**config.mk**
```make
export PLATFORM = sky130hd
export DESIGN_NAME = line_clear_ctrl
export DESIGN_NICKNAME = d
export VERILOG_FILES = /design/src/rtl/tetris_pkg.sv /design/src/rtl/line_clear_row_full_check.sv /design/src/rtl/line_clear_ctrl.sv
export SDC_FILE = /design/constraint.sdc
export NUM_CORES = 1
export LEC_CHECK = 0
export CAP_MARGIN = 15
export CELL_PAD_IN_SITES_DETAIL_PLACEMENT = 1
export CELL_PAD_IN_SITES_GLOBAL_PLACEMENT = 1
export CORE_AREA = 10 10 108 90
export CTS_CLUSTER_DIAMETER = 60
export DETAILED_ROUTE_END_ITERATION = 8
export DIE_AREA = 0 0 118 100
export PLACE_DENSITY = 0.88
export SETUP_SLACK_MARGIN = 0.4
export SLEW_MARGIN = 20
export SYNTH_ARGS = -nofsm -noshare
export SYNTH_HDL_FRONTEND = slang
export SYNTH_HIERARCHICAL = 1
export SYNTH_SLANG_ARGS = --single-unit
export TNS_END_PERCENT = 100
```
**constraint.sdc**
```tcl
create_clock -name frame_clk -period 2.75 [get_ports frame_clk]
set_input_delay 0.4125 -clock frame_clk [delete_from_list [all_inputs] [get_ports frame_clk]]
set_output_delay 0.4125 -clock frame_clk [all_outputs]
set_load 0.02 [all_outputs]
```
**src/rtl/tetris_pkg.sv**
```systemverilog
// Shared board geometry, row type and line-clear FSM state encoding.
// MARK/FLASH encodings are only reached when LINE_FLASH_EN is defined.
package tetris_pkg;

   localparam int BOARD_W      = 12;
   localparam int BOARD_H      = 19;
   localparam int FLASH_FRAMES = 8;
   localparam int ROW_AW       = 5;

   typedef logic [15:0] row_t;

   typedef enum logic [2:0] {
      LC_IDLE,
      LC_SCAN,
      LC_SHIFT_RD,
      LC_SHIFT_WR,
      LC_CLR_TOP,
      LC_DONE,
      LC_MARK,
      LC_FLASH
   } lc_state_e;

   // Running line total sticks at all-ones instead of wrapping.
   function automatic logic [15:0] sat_add_lines(input logic [15:0] total, input logic [2:0] add);
      logic [16:0] sum;
      sum = {1'b0, total} + {14'b0, add};
      return sum[16] ? 16'hFFFF : sum[15:0];
   endfunction

endpackage

```
**src/rtl/line_clear_row_full_check.sv**
```systemverilog
// Flags a board row as full when every playfield column bit is set.
// Bits above BOARD_W-1 are deliberately ignored.
module row_full_check #(
   parameter int BOARD_W = 12
) (
   input  tetris_pkg::row_t row_i,
   output logic             full_o
);

   assign full_o = &row_i[BOARD_W-1:0];

endmodule

```
**src/rtl/line_clear_ctrl.sv**
```systemverilog
// Bottom-up line-clear sequencer: scans rows, collapses each full row, zeroes the top row.
// Optional LINE_FLASH_EN adds a read-only MARK pass and a FLASH hold before collapsing.
module line_clear_ctrl
   import tetris_pkg::*;
(
   input  logic        frame_clk,
   input  logic        Reset,
   input  logic        lock_valid,
   output logic        lock_ready,
   output logic        busy,
   output logic [4:0]  row_addr,
   input  logic [15:0] row_rdata,
   output logic [15:0] row_wdata,
   output logic        row_we,
   output logic        clear_done,
   output logic [2:0]  lines_cleared,
   output logic [15:0] total_lines
`ifdef LINE_FLASH_EN
  ,output logic [BOARD_H-1:0] flash_mask
`endif
);

   localparam logic [ROW_AW-1:0] ROW_BOT = ROW_AW'(BOARD_H - 1);

   lc_state_e         state_q, state_d;
   logic [ROW_AW-1:0] r_q, r_d;
   logic [ROW_AW-1:0] d_q, d_d;
   row_t              rbuf_q, rbuf_d;
   logic [2:0]        count_q, count_d;
   logic [2:0]        lines_q, lines_d;
   logic [15:0]       total_q, total_d;
   logic              row_full;
   logic              go_done;

`ifdef LINE_FLASH_EN
   localparam int FRAME_W = $clog2(FLASH_FRAMES);
   logic [BOARD_H-1:0] mask_q, mask_d;
   logic [FRAME_W-1:0] frame_q, frame_d;
`endif

   row_full_check #(.BOARD_W(BOARD_W)) u_full (
      .row_i  (row_rdata),
      .full_o (row_full)
   );

   always_ff @(posedge frame_clk or posedge Reset) begin
      if (Reset) begin
         state_q <= LC_IDLE;
         r_q     <= '0;
         d_q     <= '0;
         rbuf_q  <= '0;
         count_q <= '0;
         lines_q <= '0;
         total_q <= '0;
`ifdef LINE_FLASH_EN
         mask_q  <= '0;
         frame_q <= '0;
`endif
      end else begin
         state_q <= state_d;
         r_q     <= r_d;
         d_q     <= d_d;
         rbuf_q  <= rbuf_d;
         count_q <= count_d;
         lines_q <= lines_d;
         total_q <= total_d;
`ifdef LINE_FLASH_EN
         mask_q  <= mask_d;
         frame_q <= frame_d;
`endif
      end
   end

   always_comb begin
      state_d    = state_q;
      r_d        = r_q;
      d_d        = d_q;
      rbuf_d     = rbuf_q;
      count_d    = count_q;
      lines_d    = lines_q;
      total_d    = total_q;
      go_done    = 1'b0;
      row_addr   = '0;
      row_wdata  = '0;
      row_we     = 1'b0;
      clear_done = 1'b0;
`ifdef LINE_FLASH_EN
      mask_d     = mask_q;
      frame_d    = frame_q;
`endif
      unique case (state_q)
         LC_IDLE: begin
            if (lock_valid) begin
               r_d     = ROW_BOT;
               count_d = '0;
`ifdef LINE_FLASH_EN
               state_d = LC_MARK;
`else
               state_d = LC_SCAN;
`endif
            end
         end
`ifdef LINE_FLASH_EN
         LC_MARK: begin
            row_addr = r_q;
            if (row_full) mask_d[r_q] = 1'b1;
            if (r_q == '0) begin
               if (mask_d != '0) begin
                  frame_d = '0;
                  state_d = LC_FLASH;
               end else begin
                  go_done = 1'b1;
               end
            end else begin
               r_d = r_q - 1'b1;
            end
         end
         LC_FLASH: begin
            if (frame_q == FRAME_W'(FLASH_FRAMES - 1)) begin
               r_d     = ROW_BOT;
               state_d = LC_SCAN;
            end else begin
               frame_d = frame_q + 1'b1;
            end
         end
`endif
         LC_SCAN: begin
            row_addr = r_q;
            if (row_full) begin
               if (count_q != 3'd7) count_d = count_q + 3'd1;
               if (r_q == '0) begin
                  state_d = LC_CLR_TOP;
               end else begin
                  d_d     = r_q;
                  state_d = LC_SHIFT_RD;
               end
            end else if (r_q == '0) begin
               go_done = 1'b1;
            end else begin
               r_d = r_q - 1'b1;
            end
         end
         LC_SHIFT_RD: begin
            row_addr = d_q - 1'b1;
            rbuf_d   = row_rdata;
            state_d  = LC_SHIFT_WR;
         end
         LC_SHIFT_WR: begin
            row_addr  = d_q;
            row_wdata = rbuf_q;
            row_we    = 1'b1;
            d_d       = d_q - 1'b1;
            state_d   = (d_q == ROW_AW'(1)) ? LC_CLR_TOP : LC_SHIFT_RD;
         end
         LC_CLR_TOP: begin
            // r is unchanged so the row that just dropped into it is examined again.
            row_we  = 1'b1;
            state_d = LC_SCAN;
         end
         LC_DONE: begin
            clear_done = 1'b1;
            state_d    = LC_IDLE;
         end
         default: state_d = LC_IDLE;
      endcase

      // Result registers load on entry so they are already valid during the DONE pulse.
      if (go_done) begin
         state_d = LC_DONE;
         lines_d = count_q;
         total_d = sat_add_lines(total_q, count_q);
`ifdef LINE_FLASH_EN
         mask_d  = '0;
`endif
      end
   end

   assign lock_ready    = (state_q == LC_IDLE);
   assign busy          = (state_q != LC_IDLE);
   assign lines_cleared = lines_q;
   assign total_lines   = total_q;
`ifdef LINE_FLASH_EN
   assign flash_mask    = mask_q;
`endif

endmodule

```
==> results of run 1 <==
## worst paths after layout
| check | from | end | slack [ns] | cells after the start |
|---|---|---|---|---|
| max | d_q[0] | row_addr[3] | 0.42 | 5 |
| max reg2reg | r_q[1] | total_lines[10] | 0.48 | 7 |
| min in group asynchronous | Reset | rbuf_q[15] | 0.61 | 3 |
| min | row_rdata[11] | rbuf_q[11] | 0.39 | 2 |
| min reg2reg | rbuf_q[10] | rbuf_q[10] | 0.51 | 1 |
| max in group asynchronous | Reset | r_q[0] | 1.66 | 3 |
## through the flow
| step | hold WS, ns | instances | utilization | setup slack, ns | total power [mW] |
|---|---|---|---|---|---|
| 2_1_floorplan | 0.473 | 289 | - | 0.595 | 2.18 |
| 3_3_place_gp | 0.480 | 463 | 0.483 | 0.103 | 2.80 |
| 3_5_place_dp | 0.494 | 463 | 0.483 | 0.0400 | 2.90 |
| 4_1_cts | 0.515 | 469 | 0.492 | 0.179 | 3.25 |
| 5_1_grt | 0.402 | 471 | 0.500 | 0.292 | 3.46 |
| 6_report | 0.388 | 471 | 0.500 | 0.421 | 3.24 |
## metal layers
metal  vias to the layer above  global-route usage  wire [um]
li1                       1207                   -          -
met1                      1304               0.187       4040
met2                        66               0.253       4500
met3                         7              0.0320        449
met4                         0              0.0361         73
met5                         -                   0          0
## what timing repair did
action / 4_1_cts / 5_1_grt
pin swaps: 1 / 6
endpoints found under the setup margin: 31 / 11
resized for setup: 33 / 26
hold buffers: 0 / 0
buffers inserted: 0 / 2
## synthesized netlist by cell type (3+ instances only)
cell type   n
or4_1       3
mux2i_1     7
clkbuf_1   13
a21oi_1    11
o21ai_0    10
o22ai_1     3
o31ai_1     3
nand2_1    20
nor4b_1     4
buf_2       3
nor2_1     13
mux2_2     20
nand3_1    25
nor3_1      7
ha_1        8
inv_1      10
and3_1     18
nand4_1     8
xnor2_1     8
dfrtp_1    51
## power by group through the flow
stage | registers, mW | logic, mW | clock network [mW]
after floorplan | 1.07 | 1.11 | 0
after global placement | 1.14 | 1.65 | 0
after detailed placement | 1.17 | 1.73 | 0
after CTS | 1.16 | 1.67 | 0.421
after global routing | 1.20 | 1.81 | 0.453
final | 1.17 | 1.65 | 0.421
## sequential cells by signal, summed over array words and instances (netlist names)
signal and flops:
d_q 5, r_q 5, count_q 3, total_lines 16, lines_cleared 3, state_q 3, rbuf_q 16
## cells by family after synthesis
| kind of cell | synth area share |
|---|---|
| compound gates | 0.107 |
| xor+xnor | 0.0274 |
| fa+ha+maj | 0.0417 |
| buf+inv | 0.0457 |
| flops | 0.443 |
| mux | 0.110 |
| simple gates | 0.224 |
## cell type report
type | count | area share
Clock buffer | 6 | 0.0189
Multi-Input combinational cell | 208 | 0.394
Timing Repair Buffer | 86 | 0.207
Tap cell | 108 | 0.0352
Sequential cell | 51 | 0.333
Inverter | 12 | 0.0117
## worst max-delay path, cell delays in order, from the launching register on
cell,delay [ns]
dfrtp_1,0.39
buf_4,0.17
nor3_2,0.30
mux2i_1,0.28
o32ai_1,0.14
dlygate4sd2_1,0.34
==> summary.txt, run 1 <==
Worst setup path
  – CP Data Arrival Time: 1.92 ns
  – Crit path kind: register to output port
  – CP Max Fanout: 6
  – Worst path required time: 2.34 ns
  – CP endpoint kind: output port
  – Crit path launch type: register

Drt
  – DRT Wirelength: 9060 um
  – Pre-antenna DRT Iters: 4
  – Routed len/inst: 19.2 um
  – # DRC: 0
  – Routed via count: 2584
  – Iter 0 DRT Violations: 129
  – Antenna Violating Nets Remaining: 0
  – Vias/cell: 5.49

Outcome
  – Status: completed

Job
  – Max cap viols: 0

Logic synthesis
  – Synth unique cells: 51
  – Top post-synthesis cells by area: dfrtp_1 (44%), mux2_2 (7.8%), nand3_1 (4.3%)
  – EDFF count, synth: 0
  – Mapped Nets: 317
  – Number of synthesized register bits: 51
  – Post-Syn Area per Cell: 9.96 sq um
  – Mapped Area: 2880 sq um
  – Area fraction of the dominant cell type after synthesis: 0.443
  – Async SR Flop Fraction: 1.00
  – Ys flop type: dfrtp_1
  – Yosys top cell by area: dfrtp_1
  – Post-Syn Instances: 289
  – Sequential fraction of the synthesis area: 0.443
  – Synth warnings: 6

GRT
  – Wire length of the first global-routing pass: 14600 um
  – Initial antenna violation count: 0
  – GRT Util Overall: 0.148
  – Largest net degree at the start of global routing: 52
  – Total gr overflow: 0
  – Number of global-route vias before repair: 2712

Power
  – Clock network power share: 0.130
  – Comb power frac: 0.509
  – P_int: 1.85 mW
  – Leak: 1.90 nW
  – Peak VDD IR: 339 uV
  – Net Sw Power: 1.39 mW
  – P per Cell Area: 844 nW/um^2
  – Switching Fraction: 0.429
  – Flop pwr share: 0.361

Place
  – Dpl cell area: 3710 sq um
  – RD Place Congestion: 0.829
  – Port buffer count: 62
  – Final HPWL DP: 6590 um

CTS
  – Clock Path Buffers: 2
  – Worst skew pair latency: 0.30 ns
  – Clock slew seen by the registers of the worst setup and hold paths: 0.09 ns
  – Root Driver: clkbuf_8
  – CTS tree: done
  – Sink Count: 51
  – H-tree levels: 2
  – CTS buffer count: 5

Timing
  – Final min period: 2.33 ns
  – Max Slew Vio Count: 0
  – Relative slew margins: 0.558
  – Slew of the pin with the lowest slew margin: 0.663 ns
  – Setup Skew: 0.00764 ns
  – RSZ-0062 raised after global routing: true
  – Setup-failing EPs final: 0
  – Total Neg Setup Slack: 0 ns
  – Max frequency: 429 MHz
  – Count of final hold-check violations: 0
  – Tcrit/Tclk final: 0.847

Cells and area
  – # fillers: 890
  – Final layout net count: 392
  – Reg area: 1280 sq um
  – Area growth syn-to-layout: 33.6%
  – Design area: 3840 sq um
  – Commonest cells after routing, fill and taps aside: dfrtp_1 (47), nand3_1 (25), clkdlybuf4s50_1 (25)
  – Inserted Diodes: 0
  – Share of layout cells above drive strength 1: 0.196
  – Multi-input logic area: 1510 sq um
  – Commonest non-fill, non-tap cell in the layout: dfrtp_1

Floorplan
  – Placeable core region: 7690 sq um
  – Initial Util: 0.374
  – Die height: 100 um
  – Die area: 11800 sq um
  – IO Count: 63
  – Die X: 118 um
  – Num rows: 29

Min path
  – HP Class: input pin to register
Note: power is estimated with default switching activity, not from simulation.
==> run 2, diff against run 1 <==
==> constraint.sdc (replaced) <==
create_clock -name frame_clk -period 2.4 [get_ports frame_clk]
set_input_delay 0.36 -clock frame_clk [delete_from_list [all_inputs] [get_ports frame_clk]]
set_output_delay 0.36 -clock frame_clk [all_outputs]
set_load 0.02 [all_outputs]
==> run 2 against run 1 <==
Net effect: global-route usage rose by 2.0 points; final area increased by 11%; sequential share of layout area is 3.4 points lower; utilization is 5.6 points higher; combinational power up 55%; sequential power rose by 9%; cell count grew 7.0%; clock power is 29% higher; flip-flop and latch count unchanged; critical path type is now register to register.
==> summary.txt, run 2 (synthesis gave the netlist of run 1 again) <==
Worst setup path
  – Crit path kind: register to register
  – R2r startpoint: r_q[1]
  – CP Data Arrival Time: 2.46 ns (+0.54 ns)
  – Worst r2r dst: total_lines[10]
  – CP endpoint kind: register
  – Reg-to-reg slack, setup: 0.14 ns (-0.34 ns)
  – Crit path launch type: register
  – Worst setup endpoint: total_lines[10]
  – Worst path required time: 2.61 ns (+0.27 ns)
  – CP Max Fanout: 5 (-1)
  – Crit path from: r_q[1]
  – FF-to-FF path depth: 7 (unchanged)

Cells and area
  – Final layout net count: 423 (+7.9%)
  – Inserted Diodes: 0 (unchanged)
  – Area growth syn-to-layout: 48.6%
  – Fin cells: 504 (+7.0%)
  – Share of layout cells above drive strength 1: 0.404 (+0.208)
  – Commonest non-fill, non-tap cell in the layout: dfrtp_1
  – Final core occ: 0.556 (+0.0563)
  – Commonest cells after routing, fill and taps aside: dfrtp_1 (48), buf_4 (46), clkdlybuf4s50_1 (25)

Power
  – Peak VDD IR: 426 uV (+26%)
  – P per Cell Area: 1020 nW/um^2 (+21%)
  – Leak: 2.00 nW (+5.2%)

Floorplan
  – Die height: 100 um (unchanged)
  – Placeable core region: 7690 sq um (unchanged)
  – Num rows: 29 (unchanged)
  – Die area: 11800 sq um (unchanged)
  – Initial Util: 0.374 (unchanged)
  – Die X: 118 um (unchanged)
  – IO Count: 63 (unchanged)

Drt
  – Routed via count: 2897 (+12%)
  – Iter 0 DRT Violations: 148 (+15%)
  – Vias/cell: 5.75 (+4.8%)
  – DRT Wirelength: 11600 um (+28%)
  – # DRC: 0 (unchanged)
  – Routed len/inst: 23.1 um (+20%)
  – Pre-antenna DRT Iters: 4 (unchanged)
  – Antenna Violating Nets Remaining: 0 (unchanged)

Timing
  – Tcrit/Tclk final: 0.940
  – Max frequency: 443 MHz
  – Max Slew Vio Count: 0 (unchanged)
  – Setup-failing EPs final: 0 (unchanged)
  – Setup Skew: 0.0127 ns (+0.00510 ns)
  – RSZ-0062 raised after global routing: true
  – Slew of the pin with the lowest slew margin: 0.667 ns (+0.00453 ns)
  – Final hold slack: 0.403 ns (+0.0141 ns)
  – Relative slew margins: 0.555 (-0.00302)
  – Total Neg Setup Slack: 0 ns (unchanged)
  – Final min period: 2.26 ns
  – Count of final hold-check violations: 0 (unchanged)

GRT
  – GRT Util Overall: 0.167 (+0.0196)
  – Number of global-route vias before repair: 3052 (+13%)
  – Wire length of the first global-routing pass: 16400 um (+12%)
  – Initial antenna violation count: 0 (unchanged)
  – Largest net degree at the start of global routing: 52 (unchanged)
  – Total gr overflow: 0 (unchanged)

CTS
  – H-tree levels: 2 (unchanged)
  – # hold bufs at CTS: 0 (unchanged)
  – CTS tree: done
  – Sink Count: 51 (unchanged)
  – Clock Path Buffers: 2 (unchanged)
  – CTS buffer count: 5 (unchanged)
  – Worst skew pair latency: 0.31 ns (about the same)
  – Root Driver: clkbuf_8
  – Clock slew seen by the registers of the worst setup and hold paths: 0.10 ns (about the same)

Place
  – RD Place Congestion: 0.856 (+3.2%)
  – Dpl cells: 475 (+2.6%)
  – Port buffer count: 62 (unchanged)
  – Final HPWL DP: 7000 um (+6.2%)

Min path
  – HP Class: input pin to register

Job
  – Max cap viols: 0 (unchanged)

Outcome
  – Status: completed
run 2: cell type report:
type	instances	area, sq um
fillers	875	3420
inverters	12	47.5
well taps	108	135
repair buffers	117	978
multi-input cells	208	1740
flip-flops and latches	51	1280
clock buffers	6	82.6
clock inverters	2	16.3
run 2: critical path: stages (launching register included):
cell and delay, ns:
dfrtp_1 0.41, inv_2 0.10, ha_4 0.15, or4b_4 0.53, nor4_4 0.31, buf_4 0.22, nand4_1 0.12, mux2_4 0.32
run 2: stage by stage:
stage / total power [mW] / setup slack, ns / instance area [sq um]
after global routing: 4.61 / 0.0843 / 4280
after detailed placement: 3.47 / -0.297 / 3820
after floorplan: 2.49 / 0.246 / 2890
final: 4.38 / 0.145 / 4280
after global placement: 3.35 / -0.187 / 3820
after CTS: 4.11 / 0.293 / 4110
run 2: worst min path at each step:
stage | slack (ns) | cells past startpoint | endpoint | from
after CTS | 0.43 | 2 | rbuf_q[0] | row_rdata[0]
final | 0.40 | 2 | rbuf_q[4] | row_rdata[4]
after global routing | 0.40 | 2 | rbuf_q[7] | row_rdata[7]
after detailed placement | 0.49 | 1 | rbuf_q[12] | rbuf_q[12]
after global placement | 0.48 | 1 | rbuf_q[15] | rbuf_q[15]
after floorplan | 0.47 | 1 | rbuf_q[10] | rbuf_q[10]
run 2: power breakdown:
group	switching [mW]	internal (mW)	total, mW	leakage [nW]
sequential	0.187	1.10	1.28	0.644
clock	0.305	0.236	0.541	0.0474
combinational	1.41	1.14	2.55	1.30
run 2: routing by layer:
layer	global-route usage	part of all wire
met5	0	0
met4	0.0522	0.031
met3	0.0359	0.039
met2	0.291	0.51
met1	0.204	0.42
run 2: what timing repair did:
| item | in CTS | in global routing |
|---|---|---|
| pin swaps | 16 | 20 |
| buffers inserted | 8 | 13 |
| resized for setup | 104 | 67 |
| setup endpoints to repair | 53 | 50 |
